<file path="config.mk">
export PLATFORM = sky130hd
export DESIGN_NAME = load_store_unit
export DESIGN_NICKNAME = d
export VERILOG_FILES = /design/src/rtl/lsu_pkg.sv /design/src/rtl/lsu_align.sv /design/src/rtl/load_store_unit.sv
export SDC_FILE = /design/constraint.sdc
export NUM_CORES = 1
export LEC_CHECK = 0
export BUFFER_PORTS_ARGS = -buffer_cell sky130_fd_sc_hd__buf_2
export CAP_MARGIN = 40
export CORE_ASPECT_RATIO = 0.8
export CORE_MARGIN = 1
export CORE_UTILIZATION = 52
export CTS_BUF_LIST = sky130_fd_sc_hd__clkbuf_8 sky130_fd_sc_hd__clkbuf_16
export CTS_CLUSTER_DIAMETER = 150
export DETAILED_ROUTE_END_ITERATION = 8
export PLACE_DENSITY = 0.86
export SYNTH_ARGS = -nofsm -noshare
export SYNTH_HDL_FRONTEND = slang
export SYNTH_SLANG_ARGS = --single-unit
</file>
<file path="constraint.sdc">
create_clock -name clk -period 6.9 [get_ports clk]
set_input_delay 1.38 -clock clk [delete_from_list [all_inputs] [get_ports clk]]
set_output_delay 1.38 -clock clk [all_outputs]
set_load 0.1 [all_outputs]
</file>
<file path="src/rtl/lsu_pkg.sv">
// Shared definitions for the load/store unit: MIPS memory opcodes, FSM states, access sizes.
package lsu_pkg;

  localparam logic [5:0] OP_LB  = 6'h20;
  localparam logic [5:0] OP_LH  = 6'h21;
  localparam logic [5:0] OP_LW  = 6'h23;
  localparam logic [5:0] OP_LBU = 6'h24;
  localparam logic [5:0] OP_LHU = 6'h25;
  localparam logic [5:0] OP_SB  = 6'h28;
  localparam logic [5:0] OP_SH  = 6'h29;
  localparam logic [5:0] OP_SW  = 6'h2b;

  typedef enum logic [2:0] {IDLE, RD, WR, RMW_RD, RMW_WR, RESP} state_e;
  typedef enum logic [1:0] {SZ_B, SZ_H, SZ_W} size_e;

  function automatic logic is_load(input logic [5:0] op);
    return (op == OP_LB) || (op == OP_LH) || (op == OP_LW) ||
           (op == OP_LBU) || (op == OP_LHU);
  endfunction

  function automatic logic is_mem_op(input logic [5:0] op);
    return is_load(op) || (op == OP_SB) || (op == OP_SH) || (op == OP_SW);
  endfunction

  function automatic size_e op_size(input logic [5:0] op);
    case (op)
      OP_LB, OP_LBU, OP_SB: return SZ_B;
      OP_LH, OP_LHU, OP_SH: return SZ_H;
      default:              return SZ_W;
    endcase
  endfunction

endpackage

</file>
<file path="src/rtl/lsu_align.sv">
// Big-endian lane extract/extend for loads and byte/half merge for read-modify-write stores.
module lsu_align
  import lsu_pkg::*;
(
  input  size_e       size_i,
  input  logic        sext_i,
  input  logic [1:0]  off_i,
  input  logic [31:0] rdata_i,
  input  logic [31:0] wdata_i,
  output logic [31:0] ldata_o,
  output logic [31:0] merged_o
);

  logic [4:0]  bsh, hsh;
  logic [7:0]  bsel;
  logic [15:0] hsel;
  logic [31:0] bmask, hmask;

  // Lane 0 is the most significant byte, so the shift is (3 - off) bytes.
  assign bsh   = {~off_i, 3'b000};
  assign hsh   = {~off_i[1], 4'b0000};
  assign bsel  = 8'(rdata_i >> bsh);
  assign hsel  = 16'(rdata_i >> hsh);
  assign bmask = 32'h0000_00ff << bsh;
  assign hmask = 32'h0000_ffff << hsh;

  always_comb begin
    ldata_o  = rdata_i;
    merged_o = wdata_i;
    case (size_i)
      SZ_B: begin
        ldata_o  = {{24{sext_i & bsel[7]}}, bsel};
        merged_o = (rdata_i & ~bmask) | ((wdata_i & 32'h0000_00ff) << bsh);
      end
      SZ_H: begin
        ldata_o  = {{16{sext_i & hsel[15]}}, hsel};
        merged_o = (rdata_i & ~hmask) | ((wdata_i & 32'h0000_ffff) << hsh);
      end
      default: ;
    endcase
  end

endmodule

</file>
<file path="src/rtl/load_store_unit.sv">
// MIPS load/store unit: one outstanding word transaction, RMW for sb/sh, one-cycle response.
// Optional macro LSU_MISALIGN_TRAP_EN: misaligned half/word accesses skip memory and flag resp_err.
module load_store_unit
  import lsu_pkg::*;
#(
  parameter int ADDR_W = 32
) (
  input  logic              clk,
  input  logic              reset,
  input  logic              req_valid,
  output logic              req_ready,
  input  logic [5:0]        req_opcode,
  input  logic [ADDR_W-1:0] req_addr,
  input  logic [31:0]       req_wdata,
  input  logic [4:0]        req_wr_num,
  input  logic              flush,
  output logic              resp_valid,
  output logic [31:0]       resp_rdata,
  output logic [4:0]        resp_wr_num,
  output logic              resp_wr_en,
  output logic              resp_err,
  output logic              stall,
  output logic              mem_req,
  output logic              mem_rd_wr,
  output logic [ADDR_W-1:0] mem_addr,
  output logic [31:0]       mem_wdata,
  input  logic              mem_ack,
  input  logic [31:0]       mem_rdata
);

  state_e            state_q;
  size_e             size_q, size_d;
  logic              sext_q;
  logic [1:0]        off_q;
  logic [31:0]       wdata_q;
  logic [4:0]        wr_num_q;
  logic              flushed_q;
  logic              mem_req_q, mem_rd_wr_q;
  logic [ADDR_W-1:0] mem_addr_q, addr_d;
  logic [31:0]       mem_wdata_q;
  logic              resp_valid_q, resp_wr_en_q;
  logic [31:0]       resp_rdata_q;
  logic [31:0]       ldata, merged;

  assign size_d = op_size(req_opcode);

  // Natural alignment; trapped accesses never reach memory, so clearing is harmless there.
  always_comb begin
    addr_d = req_addr;
    case (size_d)
      SZ_H:    addr_d[0]   = 1'b0;
      SZ_W:    addr_d[1:0] = 2'b00;
      default: ;
    endcase
  end

`ifdef LSU_MISALIGN_TRAP_EN
  logic resp_err_q, misalign_d;
  assign misalign_d = ((size_d == SZ_H) && req_addr[0]) ||
                      ((size_d == SZ_W) && (req_addr[1:0] != 2'b00));
  assign resp_err   = resp_err_q;
`else
  assign resp_err   = 1'b0;
`endif

  lsu_align u_align (
    .size_i  (size_q),
    .sext_i  (sext_q),
    .off_i   (off_q),
    .rdata_i (mem_rdata),
    .wdata_i (wdata_q),
    .ldata_o (ldata),
    .merged_o(merged)
  );

  always_ff @(posedge clk or posedge reset) begin
    if (reset) begin
      state_q      <= IDLE;
      size_q       <= SZ_B;
      sext_q       <= 1'b0;
      off_q        <= '0;
      wdata_q      <= '0;
      wr_num_q     <= '0;
      flushed_q    <= 1'b0;
      mem_req_q    <= 1'b0;
      mem_rd_wr_q  <= 1'b0;
      mem_addr_q   <= '0;
      mem_wdata_q  <= '0;
      resp_valid_q <= 1'b0;
      resp_wr_en_q <= 1'b0;
      resp_rdata_q <= '0;
`ifdef LSU_MISALIGN_TRAP_EN
      resp_err_q   <= 1'b0;
`endif
    end else begin
      resp_valid_q <= 1'b0;
      resp_wr_en_q <= 1'b0;
`ifdef LSU_MISALIGN_TRAP_EN
      resp_err_q   <= 1'b0;
`endif
      case (state_q)
        IDLE: begin
          if (req_valid && is_mem_op(req_opcode)) begin
            size_q      <= size_d;
            sext_q      <= (req_opcode == OP_LB) || (req_opcode == OP_LH);
            off_q       <= addr_d[1:0];
            wdata_q     <= req_wdata;
            wr_num_q    <= req_wr_num;
            flushed_q   <= 1'b0;
            mem_addr_q  <= {addr_d[ADDR_W-1:2], 2'b00};
            mem_wdata_q <= req_wdata;
`ifdef LSU_MISALIGN_TRAP_EN
            if (misalign_d) begin
              state_q      <= RESP;
              resp_valid_q <= 1'b1;
              resp_err_q   <= 1'b1;
              resp_rdata_q <= '0;
            end else
`endif
            if (is_load(req_opcode)) begin
              state_q     <= RD;
              mem_req_q   <= 1'b1;
              mem_rd_wr_q <= 1'b1;
            end else if (req_opcode == OP_SW) begin
              state_q     <= WR;
              mem_req_q   <= 1'b1;
              mem_rd_wr_q <= 1'b0;
            end else begin
              state_q     <= RMW_RD;
              mem_req_q   <= 1'b1;
              mem_rd_wr_q <= 1'b1;
            end
          end
        end
        RD: begin
          if (flush) flushed_q <= 1'b1;
          if (mem_ack) begin
            state_q      <= RESP;
            mem_req_q    <= 1'b0;
            resp_valid_q <= 1'b1;
            resp_rdata_q <= ldata;
            resp_wr_en_q <= ~(flushed_q | flush);
          end
        end
        RMW_RD: begin
          if (mem_ack) begin
            state_q     <= RMW_WR;
            mem_rd_wr_q <= 1'b0;
            mem_wdata_q <= merged;
          end
        end
        WR, RMW_WR: begin
          if (mem_ack) begin
            state_q      <= RESP;
            mem_req_q    <= 1'b0;
            resp_valid_q <= 1'b1;
            resp_rdata_q <= '0;
          end
        end
        RESP:    state_q <= IDLE;
        default: state_q <= IDLE;
      endcase
    end
  end

  assign req_ready   = (state_q == IDLE);
  assign stall       = (state_q != IDLE);
  assign mem_req     = mem_req_q;
  assign mem_rd_wr   = mem_rd_wr_q;
  assign mem_addr    = mem_addr_q;
  assign mem_wdata   = mem_wdata_q;
  assign resp_valid  = resp_valid_q;
  assign resp_rdata  = resp_rdata_q;
  assign resp_wr_num = wr_num_q;
  // A flush seen during RESP still has to kill the writeback of this load.
  assign resp_wr_en  = resp_wr_en_q & ~flush;

endmodule

</file>
==> impl_metrics.csv, run 1 <==
group,metric,value,unit
status,status,"finished clean",
die,start_util,53.7,%
finish,ff_latch_area,0.00360,mm²
routing,drt_drc_violations_left,0,
sta,fin_tns_setup,0,ns
critical_path,cpPeakStageDelay,0.42,ns
critical_path,startpoint,"flush",
grt,antenna_found_initial,1,
placement,dp_hpwl,15.2,mm
sta,grt_setup_unrepaired,"false",
synthesis,synth_largest_area_cell,"dfrtp_1",
grt,grt_first_pass_wirelength,35.1,mm
synthesis,ys_types,52,
sta,tightest_slew,0.996,ns
critical_path,cp_slowest_cell,"buf_2",
synthesis,syn_area,0.00736,mm²
finish,fillCellCount,1129,
critical_path,crit_top_cell,"buf_2",
clock_tree,ctsHtreeMaxLevel,4,
sta,fin_crit_sh,49.3,%
min_path,min-delay-start,"flushed_q",
sta,finClkSkew,0.00764,ns
critical_path,cp_cell_sequence,"buf_2 -> nor2b_1 -> buf_2",
clock_tree,clk_latency,0.42,ns
synthesis,yosysWarnings,0,
die,die_h,108,µm
clock_tree,numCtsBuffers,17,
critical_path,critPathTopFamily,"buffers and inverters",
die,dieArea,0.0146,mm²
grt,grt_pass1_vias,6605,
die,core,0.0137,mm²
die,io_pins,220,
finish,multi_input_area,0.00341,mm²
sta,slew_headroom,33.5,%
critical_path,cp_max_fo,3,
routing,drt-initial-drc-count,761,
synthesis,ys_ff_latch,144,
clock_tree,cts_resized,0,
clock_tree,postCtsSetupBuffers,0,
clock_tree,clkTransAtPathRegs,0.06,ns
grt,gr-total-overflow,0,
grt,grt_max_degree,88,
grt,track_usage,31.5,%
synthesis,yosysSeqAreaShare,49.0,%
die,die_w,135,µm
finish,final_nets,1108,
critical_path,crit_buf_inv,2,
critical_path,critPathRequiredTime,5.52,ns
job,drv_cap,0,
clock_tree,cts-root-buf,"clkbuf_16",
finish,drive_gt1_share,29.1,%
critical_path,path_class,"primary input to primary output",
sta,hold_violations,0,
clock_tree,cts_sinks,144,
synthesis,synth_ff_type,"dfrtp_1",
sta,maxSlewViolCount,0,
synthesis,synth-async-reset-ratio,100,%
clock_tree,cts_hold_buf,0,
min_path,hp-class,"flop to flop",
finish,area_delta_synth_final,24.3,%
sta,setup_viol,0,
critical_path,worstPathArrival,2.02,ns
routing,drtPass1Iterations,6,
critical_path,r2r_start,"off_q[1]",
clock_tree,cts_tree,"done",
clock_tree,clockBufferDepth,2,
sta,fin_crit,3.40,ns
routing,viasPerCell,5.94,
sta,max_freq,0.294,GHz
placement,port_buffers,216,
synthesis,synth_edf_count,0,
routing,post_drt_wl_per_cell,18.7,µm
routing,vias,7064,
routing,routed_wl,22.3,mm
synthesis,ys_top_cells_by_area,"dfrtp_1, nand2_1, a22o_1",
routing,ant_nets,0,
critical_path,startpoint_type,"primary input",
die,placementRows,38,
synthesis,yosys.area.top_type_share,49.0,%
critical_path,cp-end-kind,"primary output",
synthesis,avgSynthCellArea,9.04,µm²
synthesis,postSynthCellCount,814,
placement,routabilityCongestion,0.929,
-- final cells by class --
class / instances / share of cell area [%]
Inverter: 11 / 0.506
Clock inverter: 14 / 2.08
Antenna cell: 1 / 0.0274
Sequential cell: 144 / 39.4
Timing Repair Buffer: 230 / 13.4
Clock buffer: 18 / 4.80
Multi-Input combinational cell: 592 / 37.3
Tap cell: 180 / 2.46
-- worst register-to-register path: cells and delay by family, from the launching register on --
kind / cells / cell delay (ns)
compound gates: 3 / 1.10
buf+inv: 2 / 0.64
flops: 1 / 0.58
mux: 1 / 0.41
-- cell families (layout without fill, tap and decap cells) --
logic type      count (synthesis)  in the layout  synth area share, %
compound gates                217            217                 20.3
flops                         144            144                 49.0
buf+inv                        80            273                 4.85
simple gates                  330            330                 19.0
xor+xnor                        1              1                0.119
other cells                     1              4               0.0510
mux                            41             41                 6.68
-- layout by cell type, fill, tap and decap left out, drive strengths merged, types with 5 or more instances in the layout --
cell type / instances
nor3b: 8
a21oi: 52
clkbuf: 18
dfrtp: 144
clkinv: 5
o221ai: 7
a221oi: 9
o22ai: 12
nor2b: 5
a211oi: 13
o2bb2ai: 7
a32o: 6
o21ai: 38
o21a: 9
nand3: 13
nor2: 48
buf: 230
nand2b: 10
inv: 12
mux2: 20
mux2i: 18
nand2: 228
a22o: 36
o31ai: 9
-- sequential cells by signal, indices dropped and copies added (netlist names) --
signal        flops
mem_req           1
size_q            2
resp_rdata       32
resp_wr_en_q      1
mem_addr         30
flushed_q         1
state_q           3
sext_q            1
resp_wr_num       5
mem_wdata        32
resp_valid        1
wdata_q          32
off_q             2
mem_rd_wr         1
-- stage by stage --
| stage | setup slack [ns] | utilization [%] | area, µm² | std cells | hold WS, ns |
|---|---|---|---|---|---|
| floorplan | 1.65 | - | 7360 | 816 | 0.409 |
| global placement | 3.50 | 61.7 | 8450 | 1154 | 0.413 |
| detailed placement | 3.50 | 62.2 | 8520 | 1157 | 0.425 |
| CTS | 3.50 | 66.8 | 9150 | 1189 | 0.433 |
| global route | 3.44 | 66.8 | 9150 | 1190 | 0.449 |
| finish | 3.50 | 66.8 | 9150 | 1190 | 0.433 |
-- cells in the mapped netlist (all sizes together) (5+ instances only) --
cell type	instances
a211oi	13
a21oi	52
a221oi	9
a22o	36
a32o	6
buf	26
clkbuf	43
dfrtp	144
inv	10
mux2	20
mux2i	18
nand2	228
nand2b	10
nand3	13
nor2	48
nor2b	5
nor3b	8
o21a	9
o21ai	38
o221ai	7
o22ai	12
o2bb2ai	7
o31ai	9
-- final timing paths --
path,endpoint,slack [ns],cells after the start
worst max-delay path,resp_wr_en,3.50,3
worst min-delay path,resp_wr_en_q,0.43,1
worst max register to register,resp_rdata[31],4.05,6
worst min register to register,resp_wr_en_q,0.43,1
max in group asynchronous,size_q[1],4.85,4
min in group asynchronous,mem_addr[11],1.07,2
-- routing by layer --
layer / part of all wire, % / wire (µm) / global-route usage (%) / vias up
li1: - / - / - / 3203
met1: 42 / 9340 / 44.1 / 3390
met2: 46 / 10200 / 48.5 / 415
met3: 10 / 2310 / 7.08 / 56
met4: 2.0 / 447 / 10.7 / 0
met5: 0 / 0 / 0 / -
Power of run 1 is left out: the tool's default activity adds up to more than one toggle a clock period on the data nets, which glitch-free logic cannot reach.
==> run 2: changes to the inputs <==
Settings changed: ABC_AREA set to 1, CORE_UTILIZATION 52 to 53, PLACE_DENSITY 0.86 to 0.87.
Clock period 6.9 ns to 3.4 ns, I/O delays scaled along.
==> impl_metrics.csv, run 2 <==
group,metric,value,unit
critical_path,cpPeakStageDelay,0.63,ns
critical_path,critPathRequiredTime,2.72,ns
finish,drive_gt1_share,21.9,%
die,placementRows,40,
clock_tree,cts-root-buf,"clkbuf_16",
routing,post_drt_wl_per_cell,15.8,µm
synthesis,avgSynthCellArea,6.84,µm²
clock_tree,clk_latency,0.44,ns
grt,grt_use_met2,52.2,%
sta,tightest_slew,0.699,ns
critical_path,path_class,"flop to primary output",
finish,area_delta_synth_final,21.5,%
synthesis,ys_top_cells_by_area,"dfrtp_1, nand2_1, nand3_1",
sta,fin_crit,2.72,ns
synthesis,ys_ff_latch,144,
sta,grt_setup_unrepaired,"false",
clock_tree,cts_resized,0,
finish,post-route-util,65.8,%
die,die_w,140,µm
grt,grt_max_degree,80,
placement,port_buffers,216,
routing,routed_wl,24.8,mm
sta,finClkSkew,0.00730,ns
routing,drt-initial-drc-count,922,
die,core,0.0150,mm²
sta,max_freq,0.367,GHz
die,dieArea,0.0158,mm²
placement,dp_hpwl,17.9,mm
grt,use_met3,9.39,%
grt,grt_first_pass_wirelength,40.8,mm
routing,viasPerCell,5.44,
finish,layout_commonest_cell,"nand2_1",
synthesis,synth_edf_count,0,
synthesis,postSynthCellCount,1184,
finish,final_nets,1474,
finish,multi_input_area,0.00386,mm²
die,io_pins,220,
synthesis,synth-async-reset-ratio,100,%
critical_path,cp-end-kind,"primary output",
synthesis,ys_types,33,
min_path,hp-class,"primary input to asynchronous set/reset pin",
clock_tree,clockBufferDepth,2,
grt,antenna_found_initial,3,
finish,final_cell_mix,"nand2_1, buf_2, dfrtp_1",
critical_path,worstPathArrival,2.04,ns
sta,fin_tns_setup,0,ns
clock_tree,numCtsBuffers,17,
synthesis,synthTopCellsByCount,"nand2_1, dfrtp_1, nand3_1",
grt,track_usage,33.3,%
synthesis,yosysWarnings,0,
placement,routabilityCongestion,0.990,
sta,maxSlewViolCount,0,
clock_tree,postCtsSetupBuffers,0,
synthesis,synth_ff_type,"dfrtp_1",
critical_path,cp_cell_sequence,"nor2_2 -> buf_2",
grt,use_met1,43.9,%
routing,ant_nets,0,
clock_tree,cts_tree,"done",
sta,hold_violations,0,
status,status,"finished clean",
routing,vias,8521,
critical_path,crit_buf_inv,1,
clock_tree,ctsHtreeMaxLevel,4,
grt,grt_pass1_vias,8110,
synthesis,syn_area,0.00810,mm²
synthesis,synth_largest_area_cell,"dfrtp_1",
critical_path,critPathTopFamily,"flip-flops",
critical_path,cp_slowest_cell,"dfrtp_1",
die,die_h,113,µm
grt,gr-max-usage-layer,"met2",
sta,fin_crit_sh,80.1,%
clock_tree,cts_sinks,144,
grt,gr-total-overflow,0,
die,start_util,54.1,%
finish,ff_latch_area,0.00360,mm²
synthesis,yosysSeqAreaShare,44.5,%
clock_tree,clkTransAtPathRegs,0.07,ns
sta,slew_headroom,53.2,%
critical_path,cp_max_fo,20,
job,drv_cap,0,
sta,setup_viol,0,
critical_path,startpoint_type,"flop",
synthesis,yosys.area.top_type_share,44.5,%
clock_tree,cts_hold_buf,0,
finish,fillCellCount,1324,
routing,drt_drc_violations_left,0,
routing,drtPass1Iterations,6,
synthesis,synth_most_common_cell,"nand2_1",
[run 2: changes by cell type after synthesis, moves of 25 or more]
cell | previous run | this run
a22o_1 | 36 | 0
nand3_1 | 13 | 134
buf_2 | 12 | 46
nand2_1 | 228 | 522
inv_1 | 9 | 63
clkbuf_1 | 43 | 18
nor2_1 | 48 | 90
[run 2: layout make-up]
| cell class | instances | share of cell area, % |
|---|---|---|
| Timing Repair Buffer | 236 | 12.9 |
| Tap cell | 189 | 2.40 |
| Sequential cell | 144 | 36.6 |
| Inverter | 69 | 2.67 |
| Multi-Input combinational cell | 894 | 39.2 |
| Clock buffer | 19 | 4.60 |
| Clock inverter | 13 | 1.55 |
| Antenna cell | 3 | 0.0763 |
[run 2: path summary, 6_finish.rpt]
check                              from           end  slack, ns  cells past startpoint
hold reg to reg               flushed_q  resp_wr_en_q       0.44                      1
setup reg to reg             state_q[0]  mem_wdata[4]       0.85                      9
min in group clk           req_addr[27]  mem_addr[27]       0.43                      3
hold / removal                    reset  mem_addr[11]       0.27                      2
setup / recovery             state_q[0]     req_ready       0.68                      2
max in group asynchronous         reset   wdata_q[15]       2.32                      3
[run 2: metrics by stage]
stage          instance area (µm²)  setup WS, ns  std cells  hold WS (ns)
2_1_floorplan                 8110         0.510       1186         0.409
3_3_place_gp                  9230         0.917       1532         0.428
3_5_place_dp                  9230         0.788       1532         0.447
4_1_cts                       9840         0.703       1564         0.277
5_1_grt                       9840         0.572       1564         0.296
6_report                      9840         0.678       1567         0.272
[run 2: kinds of logic (layout without fill, tap and decap cells)]
logic type | after synthesis | in the layout | synth area share, %
compound gates | 126 | 126 | 9.18
buf+inv | 148 | 337 | 8.05
flops | 144 | 144 | 44.5
other cells | 1 | 6 | 0.0463
simple gates | 765 | 765 | 38.2
[run 2: per-layer routing]
layer  share of wire [%]  wire length [µm]
met2                  45             11200
met5                   0                 0
met4                 2.8               683
met3                  11              2630
met1                  41             10200
Power of run 2 is left out for the same reason.
==> run 3: changes to the inputs <==
Clock period 3.4 ns to 2.6 ns, I/O delays scaled along.
==> impl_metrics.csv, run 3 (synthesized netlist as in run 2, its figures left out) <==
group,metric,value,unit
clock_tree,cts_hold_buf,0,
sta,fin_crit,2.27,ns
routing,routed_wl,25.3,mm
finish,layout_commonest_cell,"nand2_1",
sta,maxSlewViolCount,0,
routing,drt_drc_violations_left,0,
finish,area_delta_synth_final,21.8,%
die,core,0.0150,mm²
die,io_pins,220,
sta,fin_tns_setup,0,ns
placement,routabilityCongestion,1.02,
sta,hold_violations,0,
routing,viasPerCell,5.58,
sta,grt_setup_unrepaired,"false",
job,drv_cap,0,
critical_path,rrSetupSlack,0.33,ns
die,start_util,54.1,%
grt,track_usage,33.5,%
critical_path,critPathRequiredTime,2.92,ns
critical_path,r2r_start,"state_q[2]",
finish,fillCellCount,1350,
clock_tree,postCtsSetupBuffers,0,
clock_tree,clkTransAtPathRegs,0.07,ns
sta,setup_viol,0,
sta,slew_headroom,49.3,%
critical_path,cp_max_fo,33,
routing,ant_nets,0,
clock_tree,clockBufferDepth,2,
finish,final_cell_mix,"nand2_1, buf_2, dfrtp_1",
finish,final_nets,1481,
die,die_w,140,µm
sta,worst_slack,0.327,ns
grt,grt_first_pass_wirelength,40.8,mm
critical_path,worstReg2RegEnd,"mem_wdata[5]",
grt,gr-total-overflow,0,
clock_tree,cts-root-buf,"clkbuf_16",
die,placementRows,40,
placement,port_buffers,216,
sta,max_freq,0.440,GHz
clock_tree,cts_resized,0,
clock_tree,clk_latency,0.44,ns
finish,drive_gt1_share,22.3,%
sta,tightest_slew,0.758,ns
critical_path,startpoint_type,"flop",
placement,dpl_worst_slack,0.392,ns
routing,drt-initial-drc-count,947,
critical_path,cp-end-kind,"flop",
routing,drtPass1Iterations,6,
routing,post_drt_wl_per_cell,16.1,µm
sta,fin_crit_sh,87.4,%
min_path,hp-class,"primary input to asynchronous set/reset pin",
placement,dp_hpwl,18.6,mm
die,dieArea,0.0158,mm²
critical_path,worstPathArrival,2.59,ns
critical_path,worst-r2r-cell-count,8,
grt,antenna_found_initial,0,
critical_path,startpoint,"state_q[2]",
routing,vias,8771,
die,die_h,113,µm
sta,finClkSkew,0.00803,ns
clock_tree,cts_sinks,144,
clock_tree,numCtsBuffers,17,
critical_path,path_class,"flop to flop",
status,status,"finished clean",
clock_tree,cts_tree,"done",
grt,grt_max_degree,55,
grt,grt_pass1_vias,8132,
clock_tree,ctsHtreeMaxLevel,4,
[run 3: worst max-delay path by stage]
stage / end / slack (ns) / depth (start not counted)
global placement: mem_wdata[2] / 0.48 / 8
detailed placement: wdata_q[14] / 0.39 / 9
CTS: req_ready / 0.34 / 4
floorplan: flushed_q / 0.27 / 1
global route: mem_wdata[1] / 0.14 / 8
finish: mem_wdata[5] / 0.33 / 8
[run 3: layout make-up]
type / instances / area [µm²] / area share [%]
multi-input cells: 894 / 3860 / 39.1
flip-flops and latches: 144 / 3600 / 36.5
repair buffers: 243 / 1320 / 13.4
clock buffers: 17 / 425 / 4.31
inverters: 69 / 263 / 2.66
well taps: 189 / 236 / 2.40
clock inverters: 15 / 149 / 1.51
diodes: 2 / 5.00 / 0.0507
[run 3: critical path: stages (launching register included)]
cell     delay, ns
dfrtp_1       0.40
inv_1         0.12
nand2_2       0.12
nor2_4        0.19
o21ai_1       0.13
inv_2         0.42
nand2_2       0.49
nand2_1       0.19
nand2_1       0.08
[run 3: metrics by stage]
step,cell area (µm²),hold slack [ns],util (%),instances
floorplan,8120,0.409,-,1186
detailed placement,9290,0.444,62.1,1539
CTS,9860,0.165,65.9,1571
global route,9860,0.194,65.9,1571
global placement,9290,0.424,62.1,1539
finish,9870,0.157,65.9,1573
[run 3: per-layer routing]
| metal | share of wire [%] | vias up | track usage (%) |
|---|---|---|---|
| met4 | 2.6 | 0 | 11.9 |
| met3 | 10 | 65 | 7.85 |
| met2 | 46 | 507 | 53.2 |
| met5 | 0 | - | 0 |
| li1 | - | 4113 | - |
| met1 | 41 | 4086 | 45.0 |
Power of run 3 is left out for the same reason.
